**src/rtl/spi_loader_pkg.sv**
```systemverilog
// Shared types and constants for the SPI frame loader: FSM state encoding,
// default header byte and the byte width used to split words.
package spi_loader_pkg;

    typedef enum logic [2:0] {
        ST_IDLE,
        ST_LOAD_DIN,
        ST_LOAD_WIN,
        ST_LOAD_BIAS,
        ST_COMMIT
    } state_e;

    localparam logic [7:0] SYNC_DEFAULT = 8'hA5;
    localparam int         BYTE_W       = 8;

endpackage

```
**src/rtl/spi_word_assembler.sv**
```systemverilog
// Collects DATA_W/8 bytes, MSB byte first, into one word. word_o is valid
// together with word_done_o in the cycle the final byte is presented.
module spi_word_assembler
    import spi_loader_pkg::*;
#(
    parameter int DATA_W = 8
) (
    input  logic              clk,
    input  logic              rst_n,
    input  logic              clr_i,
    input  logic              en_i,
    input  logic [7:0]        byte_i,
    output logic [DATA_W-1:0] word_o,
    output logic              word_done_o
);
    localparam int NB = DATA_W / BYTE_W;
    localparam int CW = (NB > 1) ? $clog2(NB) : 1;

    logic [CW-1:0] cnt_q;

    assign word_done_o = en_i && (cnt_q == CW'(NB - 1));

    always_ff @(posedge clk or negedge rst_n) begin
        if (!rst_n) begin
            cnt_q <= '0;
        end else if (clr_i) begin
            cnt_q <= '0;
        end else if (en_i) begin
            cnt_q <= word_done_o ? '0 : cnt_q + 1'b1;
        end
    end

    if (NB == 1) begin : g_single
        assign word_o = byte_i;
    end else begin : g_multi
        // Only the earlier bytes are held; the final byte joins combinationally.
        logic [DATA_W-9:0] shift_q;

        assign word_o = {shift_q, byte_i};

        always_ff @(posedge clk or negedge rst_n) begin
            if (!rst_n) begin
                shift_q <= '0;
            end else if (en_i) begin
                shift_q <= word_o[DATA_W-9:0];
            end
        end
    end

endmodule

```
**src/rtl/spi_frame_loader.sv**
```systemverilog
// Framed SPI byte loader: SYNC header, N_IN din words, N_IN win words, one
// bias word, staged and committed atomically to the registered outputs.
module spi_frame_loader
    import spi_loader_pkg::*;
#(
    parameter int         N_IN    = 4,
    parameter int         DATA_W  = 8,
    parameter logic [7:0] SYNC    = SYNC_DEFAULT,
    parameter int         TIMEOUT = 1024
) (
    input  logic                   clk,
    input  logic                   rst_n,
    input  logic                   spi_done,
    input  logic [7:0]             spi_dout,
    output logic [N_IN*DATA_W-1:0] din,
    output logic [N_IN*DATA_W-1:0] win,
    output logic [DATA_W-1:0]      bias,
    output logic                   frame_valid,
    output logic                   busy,
    output logic                   err_sync,
    output logic                   err_timeout
);
    localparam int WW = (N_IN > 1) ? $clog2(N_IN) : 1;
    localparam int TW = $clog2(TIMEOUT);

    state_e                      state_q;
    logic [WW-1:0]               widx_q;
    logic [TW-1:0]               tmo_q;
    logic [N_IN-1:0][DATA_W-1:0] stg_din_q, stg_win_q;
    logic [N_IN-1:0][DATA_W-1:0] din_q, win_q;
    logic [DATA_W-1:0]           bias_q;
    logic                        frame_valid_q, busy_q, err_sync_q, err_timeout_q;

    logic              in_load, hdr_ok, byte_acc, last_word, word_done;
    logic [DATA_W-1:0] word;

    assign in_load   = (state_q == ST_LOAD_DIN) || (state_q == ST_LOAD_WIN) ||
                       (state_q == ST_LOAD_BIAS);
    assign hdr_ok    = !in_load && spi_done && (spi_dout == SYNC);
    assign byte_acc  = in_load && spi_done;
    assign last_word = (widx_q == WW'(N_IN - 1));

    spi_word_assembler #(.DATA_W(DATA_W)) u_asm (
        .clk         (clk),
        .rst_n       (rst_n),
        .clr_i       (hdr_ok),
        .en_i        (byte_acc),
        .byte_i      (spi_dout),
        .word_o      (word),
        .word_done_o (word_done)
    );

    always_ff @(posedge clk or negedge rst_n) begin
        if (!rst_n) begin
            state_q       <= ST_IDLE;
            widx_q        <= '0;
            tmo_q         <= '0;
            stg_din_q     <= '0;
            stg_win_q     <= '0;
            din_q         <= '0;
            win_q         <= '0;
            bias_q        <= '0;
            frame_valid_q <= 1'b0;
            busy_q        <= 1'b0;
            err_sync_q    <= 1'b0;
            err_timeout_q <= 1'b0;
        end else begin
            frame_valid_q <= 1'b0;
            err_sync_q    <= 1'b0;
            err_timeout_q <= 1'b0;
            case (state_q)
                // COMMIT shares the header check so a back-to-back SYNC is not lost.
                ST_IDLE, ST_COMMIT: begin
                    state_q <= ST_IDLE;
                    busy_q  <= 1'b0;
                    tmo_q   <= '0;
                    if (spi_done) begin
                        if (hdr_ok) begin
                            state_q <= ST_LOAD_DIN;
                            widx_q  <= '0;
                            busy_q  <= 1'b1;
                        end else begin
                            err_sync_q <= 1'b1;
                        end
                    end
                end
                default: begin
                    if (spi_done) begin
                        tmo_q <= '0;
                        if (word_done) begin
                            widx_q <= last_word ? '0 : widx_q + 1'b1;
                            case (state_q)
                                ST_LOAD_DIN: begin
                                    stg_din_q[widx_q] <= word;
                                    if (last_word) state_q <= ST_LOAD_WIN;
                                end
                                ST_LOAD_WIN: begin
                                    stg_win_q[widx_q] <= word;
                                    if (last_word) state_q <= ST_LOAD_BIAS;
                                end
                                default: begin
                                    // Outputs load on the edge entering COMMIT, so they
                                    // and frame_valid are visible during COMMIT itself.
                                    state_q       <= ST_COMMIT;
                                    din_q         <= stg_din_q;
                                    win_q         <= stg_win_q;
                                    bias_q        <= word;
                                    frame_valid_q <= 1'b1;
                                end
                            endcase
                        end
                    end else if (tmo_q == TW'(TIMEOUT - 1)) begin
                        state_q       <= ST_IDLE;
                        busy_q        <= 1'b0;
                        tmo_q         <= '0;
                        err_timeout_q <= 1'b1;
                    end else begin
                        tmo_q <= tmo_q + 1'b1;
                    end
                end
            endcase
        end
    end

    assign din         = din_q;
    assign win         = win_q;
    assign bias        = bias_q;
    assign frame_valid = frame_valid_q;
    assign busy        = busy_q;
    assign err_sync    = err_sync_q;
    assign err_timeout = err_timeout_q;

endmodule

```
**config.mk**
```make
export PLATFORM = sky130hd
export DESIGN_NAME = spi_frame_loader
export DESIGN_NICKNAME = d
export VERILOG_FILES = /design/src/rtl/spi_loader_pkg.sv /design/src/rtl/spi_word_assembler.sv /design/src/rtl/spi_frame_loader.sv
export SDC_FILE = /design/constraint.sdc
export NUM_CORES = 1
export LEC_CHECK = 0
export ABC_AREA = 1
export CORE_ASPECT_RATIO = 0.6
export CORE_MARGIN = 3
export CORE_UTILIZATION = 54
export DETAILED_ROUTE_END_ITERATION = 10
export GPL_TIMING_DRIVEN = 0
export PLACE_DENSITY = 0.86
export SETUP_SLACK_MARGIN = 0.4
export SYNTH_ARGS = -nofsm -noshare
export SYNTH_HDL_FRONTEND = slang
export SYNTH_HIERARCHICAL = 1
export SYNTH_SLANG_ARGS = --single-unit
```
**constraint.sdc**
```tcl
create_clock -name clk -period 2.2 [get_ports clk]
set_input_delay 0.22 -clock clk [delete_from_list [all_inputs] [get_ports clk]]
set_output_delay 0.22 -clock clk [all_outputs]
set_load 0.005 [all_outputs]
```
Yosys cells after proc, flatten, opt, wreduce, memory -nomap -nowiden
Cells that the tools add are included.

storage, ports and cells
  register bits = 156
  input port bits = 11
  output and inout port bits = 76
  logic and storage cells = 106

operators by class
  muxes and demuxes = 40
  $add $sub $neg = 3
  equal/unequal tests = 12
  reduce and logical (&&, ||, !) cells = 21
  bitwise gates (word level) = 3
  $lt $le $gt $ge = 2

operators with widths
  operator                 number
  $bwmux W32               2
  $mux W10                 3
  $mux W1                  20
  $mux W3                  6
  $demux W8 S2             1
  $reduce_and A4 Y1        4
  $mux W2                  6
  $add A10 B1 Y10 const B  1
  $eq A10 B10 Y1 const B   1
  $eq A8 B8 Y1 const B     1
  $mux W8                  1
  $ne A4 B3 Y1 const B     2
  $eq A3 B2 Y1 const B     2
  $pmux W3 S2              1
  $reduce_bool A2 Y1       3
  $logic_and A1 B1 Y1      5
  $reduce_or A2 Y1         2
  $eq A3 B1 Y1 const B     1
  $eq A3 B3 Y1 const B     1
  $logic_not A3 Y1         1
  $lt A2 B3 Y1 const B     1
  $ne A3 B1 Y1 const B     1
  $not A1 Y1               3
  $reduce_and A3 Y1        1
  other kinds (10)         11

Longest topological paths before layout
  word-level depth = 9
  depth in mapped cells = 13
  depth with buffers taken out = 12

By module
Netlist, hierarchy kept.

modules (own cells, without submodules)
  module              cells an instance  area an instance (sq um)  instances  seq. area each (sq um)
  spi_frame_loader    655                6,103.4                   1          3,878.7
  spi_word_assembler  13                 102.6                     1          25.0

Worst setup path after synthesis
No wires, ideal clock.

  path kind = register to register
  start point = reg state_q[0]
  end point = reg stg_din_q[13] (netlist bit)
  period minus slack after synthesis = 1.864 ns
  setup slack = 0.336 ns
  data required time = 2.071 ns
  buffers on the path = 2
  arrival = 1.735 ns
  stages on the path, launching flop included = 14
  setup time = 0.129 ns
  cell sequence = dfrtp_1 nor2_4 inv_2 nand2_4 nor2_1 inv_2 nor2_1 buf_2 nand3_1 nor2_4 nand2_1 buf_2 nand2_1 o21ai_0

on the way
  word-level cells in the longest chain between the ends = 6
  elaborated cells on any way between the ends = 12
  those cells by class = eq/ne: 4; bitwise: 1; reduce/logical: 7

ends and longest elaborated chain
  what                                          RTL line                  source
  start, declared                               spi_frame_loader.sv:26    state_e state_q;
  start signal, assigned                        spi_frame_loader.sv:55    state_q <= ST_IDLE;
  start signal, assigned                        spi_frame_loader.sv:74    state_q <= ST_IDLE;
  start signal, assigned                        spi_frame_loader.sv:79    state_q <= ST_LOAD_DIN;
  $eq A3 B1 Y1 or $eq A3 B2 Y1 (tied branches)  spi_frame_loader.sv:37    assign in_load = (state_q == ST_LOAD_DIN) || (state_q == ST_LOAD_WIN) ||
  $logic_or A1 B1 Y1                            spi_frame_loader.sv:37
  $logic_or A1 B1 Y1 *                          spi_frame_loader.sv:37
  $logic_and A1 B1 Y1 *                         spi_frame_loader.sv:40    assign byte_acc = in_load && spi_done;
  net byte_acc                                  spi_frame_loader.sv:34    logic in_load, hdr_ok, byte_acc, last_word, word_done;
  $logic_and A1 B1 Y1 *                         spi_word_assembler.sv:21  assign word_done_o = en_i && (cnt_q == CW'(NB - 1));
  net word_done                                 spi_frame_loader.sv:34
  $reduce_and A4 Y1 (no source line) *          --
  end signal, assigned by index                 spi_frame_loader.sv:94    stg_din_q[widx_q] <= word;
  end, declared                                 spi_frame_loader.sv:29    logic [N_IN-1:0][DATA_W-1:0] stg_din_q, stg_win_q;

Mark *: on every way through the listed nets, which the timed path passes. The rest lies on a longest branch.
A chain may end at the register's enable or synchronous reset.

Final worst setup path
  start point = reg state_q[1]
  end point = reg stg_din_q[1] (netlist bit)

The elaborated chain is that of the path after synthesis.

==> metrics list <==
* Clock sinks: roughly 160
* Crit path setup slack, layout: 297.7 ps
- The worst register-to-register path has a depth of 14.
- Mean instance size in the synthesized netlist: ~9.3 µm²
- In this run the tool buffered the top-level ports with 85 buffer cells.
- Maximum root-to-sink buffer count: 2
- Start point of the worst hold path: spi_done
* Most frequent cell after synthesis: sky130_fd_sc_hd__nand2_1
- Among all stages on the critical path, the largest delay is contributed by sky130_fd_sc_hd__dfrtp_2.
- Largest vdd supply drop: 0.5802 mV
- Summed over all cells, the static leakage comes to 4.343 nW.
- In this run the critical register-to-register path is launched from state_q[1].
- The setup path with the least slack is of type reg -> reg.
- Overall die area: around 13000 µm²
* Initial cell density of the core: 57.01%
- Largest clock skew in the final design: 10.75 ps
* Die Span Y: 89.04 µm
- The worst hold path was traced through 3 stages.
- In this run the worst path has a maximum fanout of 6.
* Syn_nets: just under 700
* Iter 0 DRT Violations: 519
* Number of iterations in the first detailed-routing pass: 6
- Share of the cycle needed by the critical path after routing: slightly below 90%
- In this run the number of H-tree levels came out at 4.
- Hold violation total from the final report: 0
* Met3 usage in global routing: under 10%
- Area share of the largest cell type after synthesis: 62.90%
* Met1 Track Usage GR: 35.28%
- Synth async-reset ratio: 100.0%
- Category of the worst setup path capture point: flip-flop
- Actual transition at the worst max-transition pin: 555.2 ps
* Number of global-route vias before repair: slightly above 5000
- Unrepaired setup endpoints after global routing: yes
* Count of pins over their slew limit: 0
- The worst hold path belongs to the class in -> reg.
- Outcome: complete, no violations
* Die extent in x: 144.4 µm
- In this run the count of I/O pins placed on the die edge is between 80 and 90.
* Via/cell ratio: 5.702
* Register bit count reported by yosys: ~160
- TritonCTS buffer count: 17
- RD Place Congestion: 0.9174
- Routed Antenna Nets: 0
- Setup violations remaining at the end of the flow were counted as 0.
- Prior to clock tree synthesis, the placed netlist has a worst setup slack of 48.33 ps.
- Post-synthesis instance total: 668
* WHS Endpoint: widx_q[1]
* Cell accounting for the most synthesized area: sky130_fd_sc_hd__dfrtp_1
- On the worst path, the slowest cell contributes a delay of 370 ps.
- Fin nets: ~820
* Antenna violations before repair: 0
* Site row count: 29
- Count of antenna diodes in the layout: 0
- The tool flagged a number of max-cap violations equal to 0.
* First-pass GRT wire length: ~26000 µm
- Subtracting the final worst setup slack from the clock period gives approximately 1900 ps.
- Entering global routing, the biggest net connects 97 pins.
- After detailed routing, the average wire length per cell comes to 19.38 µm.
- The signal on the critical path passes through buf_6 -> nor2_4 -> inv_2 -> nand2_4 -> nor2_4 -> inv_2 -> nor2_2 -> buf_6 -> nand3_4 -> nor2_4 -> nand2_4 -> buf_6 -> nand2_1 -> o21ai_2.
- During synthesis, Yosys emitted a total of 6 warnings.
- The worst register-to-register path ends at stg_din_q[1].
- After detailed routing, the number of remaining DRC violations is 0.
- The total overflow left after global routing is 0.
- Total number of vias: 5445
- TritonCTS built the clock tree.
- Global routing usage summed across all routing layers: 26.19%
* Cell types occupying the most area after synthesis: sky130_fd_sc_hd__dfrtp_1, sky130_fd_sc_hd__nand2_1, sky130_fd_sc_hd__o21ai_0
- Across all register-to-register paths, the minimum setup slack is 300 ps.
- Summing the sequential cell areas from Yosys gives 62.90% of the chip area.
- Slew HR: between 60% and 70%
- Area of the mapped netlist: 6206 µm²
- For this run, the top clock speed supported by timing is 525.7 MHz.
* Critical Path Start Type: flip-flop
* Dominant synthesized flop cell: sky130_fd_sc_hd__dfrtp_1
- Relative to the synthesized area, the layout overhead comes to 39.15%.
* Crit path DAT: 2190 ps
* Number of flops mapped to enable cells by yosys: 0
- Dividing total power by cell area gives a power density of 707.4 nW/µm².
- The floorplan step defined a core boundary enclosing 10890 µm².
- Clock transition time at the flip-flop clock pins of the worst setup and hold paths: 60 ps
- Data required time of the worst path: 2480 ps
* Met2 global-route usage: 41.24%
* Most used routing layer: met2
- Cell area reported after detailed placement: 7263 µm²
- Ranked by instance count, the synthesized netlist is headed by sky130_fd_sc_hd__nand2_1, sky130_fd_sc_hd__dfrtp_1, sky130_fd_sc_hd__o21ai_0, sky130_fd_sc_hd__nor2_1, sky130_fd_sc_hd__inv_1.
* Number of distinct library cells after synthesis: 27
- Post-route cell area: 8636 µm²
- Final HPWL from detailed placement: a little over 10000 µm
* Clock latency of the later-clocked register in the worst-skew pair: between 400 and 500 ps
- Total routed wirelength: about 19000 µm
* Fraction of layout instances using a drive strength above 1: 22.55%
- The tree is rooted in a sky130_fd_sc_hd__clkbuf_16.
[state kept, by name (all words and copies together) (netlist names)]
| name | cells |
|---|---|
| din | 32 |
| stg_din_q | 32 |
| stg_win_q | 32 |
| win | 32 |
| tmo_q | 10 |
| bias | 8 |
| state_q | 3 |
| widx_q | 2 |
| busy | 1 |
| err_sync | 1 |
| err_timeout | 1 |
| frame_valid | 1 |
| u_asm/cnt_q | 1 |
[stage by stage]
step | TNS (ps) | utilization (%) | std cells | power, mW | hold slack (ps)
global route | 0 | 79.33 | 955 | 6.262 | 240.1
floorplan | 0 | - | 668 | 2.961 | -75.59
detailed placement | 0 | 66.72 | 893 | 3.067 | 229.9
CTS | 0 | 74.60 | 938 | 6.095 | 208.0
finish | 0 | 79.33 | 955 | 6.109 | 254.1
global placement | -757630 | 66.46 | 892 | 3.059 | 455.1
[power by group]
part	internal, mW	total (mW)	switching, mW	leakage (nW)
clock network	1.97	3.08	1.11	0.299
logic	0.0391	0.151	0.112	1.87
registers	2.87	2.87	0.00221	2.17
[final cells by class]
class	count	area [µm²]
inverters	28	107.6
repair buffers	117	1180
clock buffers	23	478.0
plain buffers	34	320.3
well taps	139	173.9
multi-input cells	451	2331
fillers	619	2250
clock inverters	7	137.6
flip-flops and latches	156	3908
[worst max-delay path by stage]
stage                          to  cells past startpoint  slack, ps       start
global placement       state_q[0]                      1      -5400       rst_n
floorplan           stg_din_q[13]                     13        400  state_q[1]
detailed placement  stg_din_q[13]                     13         50  state_q[1]
CTS                 stg_din_q[13]                     14        310  state_q[1]
finish               stg_din_q[1]                     14        300  state_q[1]
global route        stg_win_q[21]                     12        150  state_q[1]
[worst max-delay path: cells and delay by family, from the launching register on]
kind / cells / cell delay [ps]
AOI/OAI and AO/OA: 1 / 70
buffers and inverters: 5 / 550
DFF: 1 / 370
and+or+nand+nor: 8 / 780
[repair_timing]
action / 4_1_cts / 5_1_grt
setup buffers: 12 / 13
hold buffers: 1 / 0
endpoints found under the setup margin: 138 / 149
endpoints found under the hold margin: 60 / 0
gates cloned: 2 / 4
resized for setup: 40 / 137
pin swaps: 5 / 9
[cells by family (layout without fill, tap and decap cells)]
| kind of cell | count (synthesis) | after routing | share of synthesized area, % |
|---|---|---|---|
| compound gates | 77 | 77 | 6.210 |
| simple gates | 364 | 365 | 23.73 |
| buf+inv | 62 | 209 | 5.585 |
| xor+xnor | 4 | 4 | 0.5645 |
| flops | 156 | 156 | 62.90 |
| fa+ha+maj | 5 | 5 | 1.008 |
[layout by cell type, fill, tap and decap left out, types with 17 or more instances in the layout]
cell type,Yosys,final
sky130_fd_sc_hd__nand2_1,302,257
sky130_fd_sc_hd__dfrtp_1,156,153
sky130_fd_sc_hd__clkdlybuf4s50_1,0,84
sky130_fd_sc_hd__o21ai_0,63,42
sky130_fd_sc_hd__nand2_2,1,30
sky130_fd_sc_hd__buf_4,8,28
sky130_fd_sc_hd__inv_1,24,24
sky130_fd_sc_hd__nor2_1,25,19
sky130_fd_sc_hd__nand2_4,2,18
sky130_fd_sc_hd__clkbuf_16,0,18
sky130_fd_sc_hd__buf_6,0,17
[routing by layer]
metal	share of wire (%)	up-vias
met3	8.7	79
met2	47	315
met1	41	2672
li1	-	2379
met4	3.5	0
met5	0	-
No activity file was read; power rests on OpenSTA's default activity.
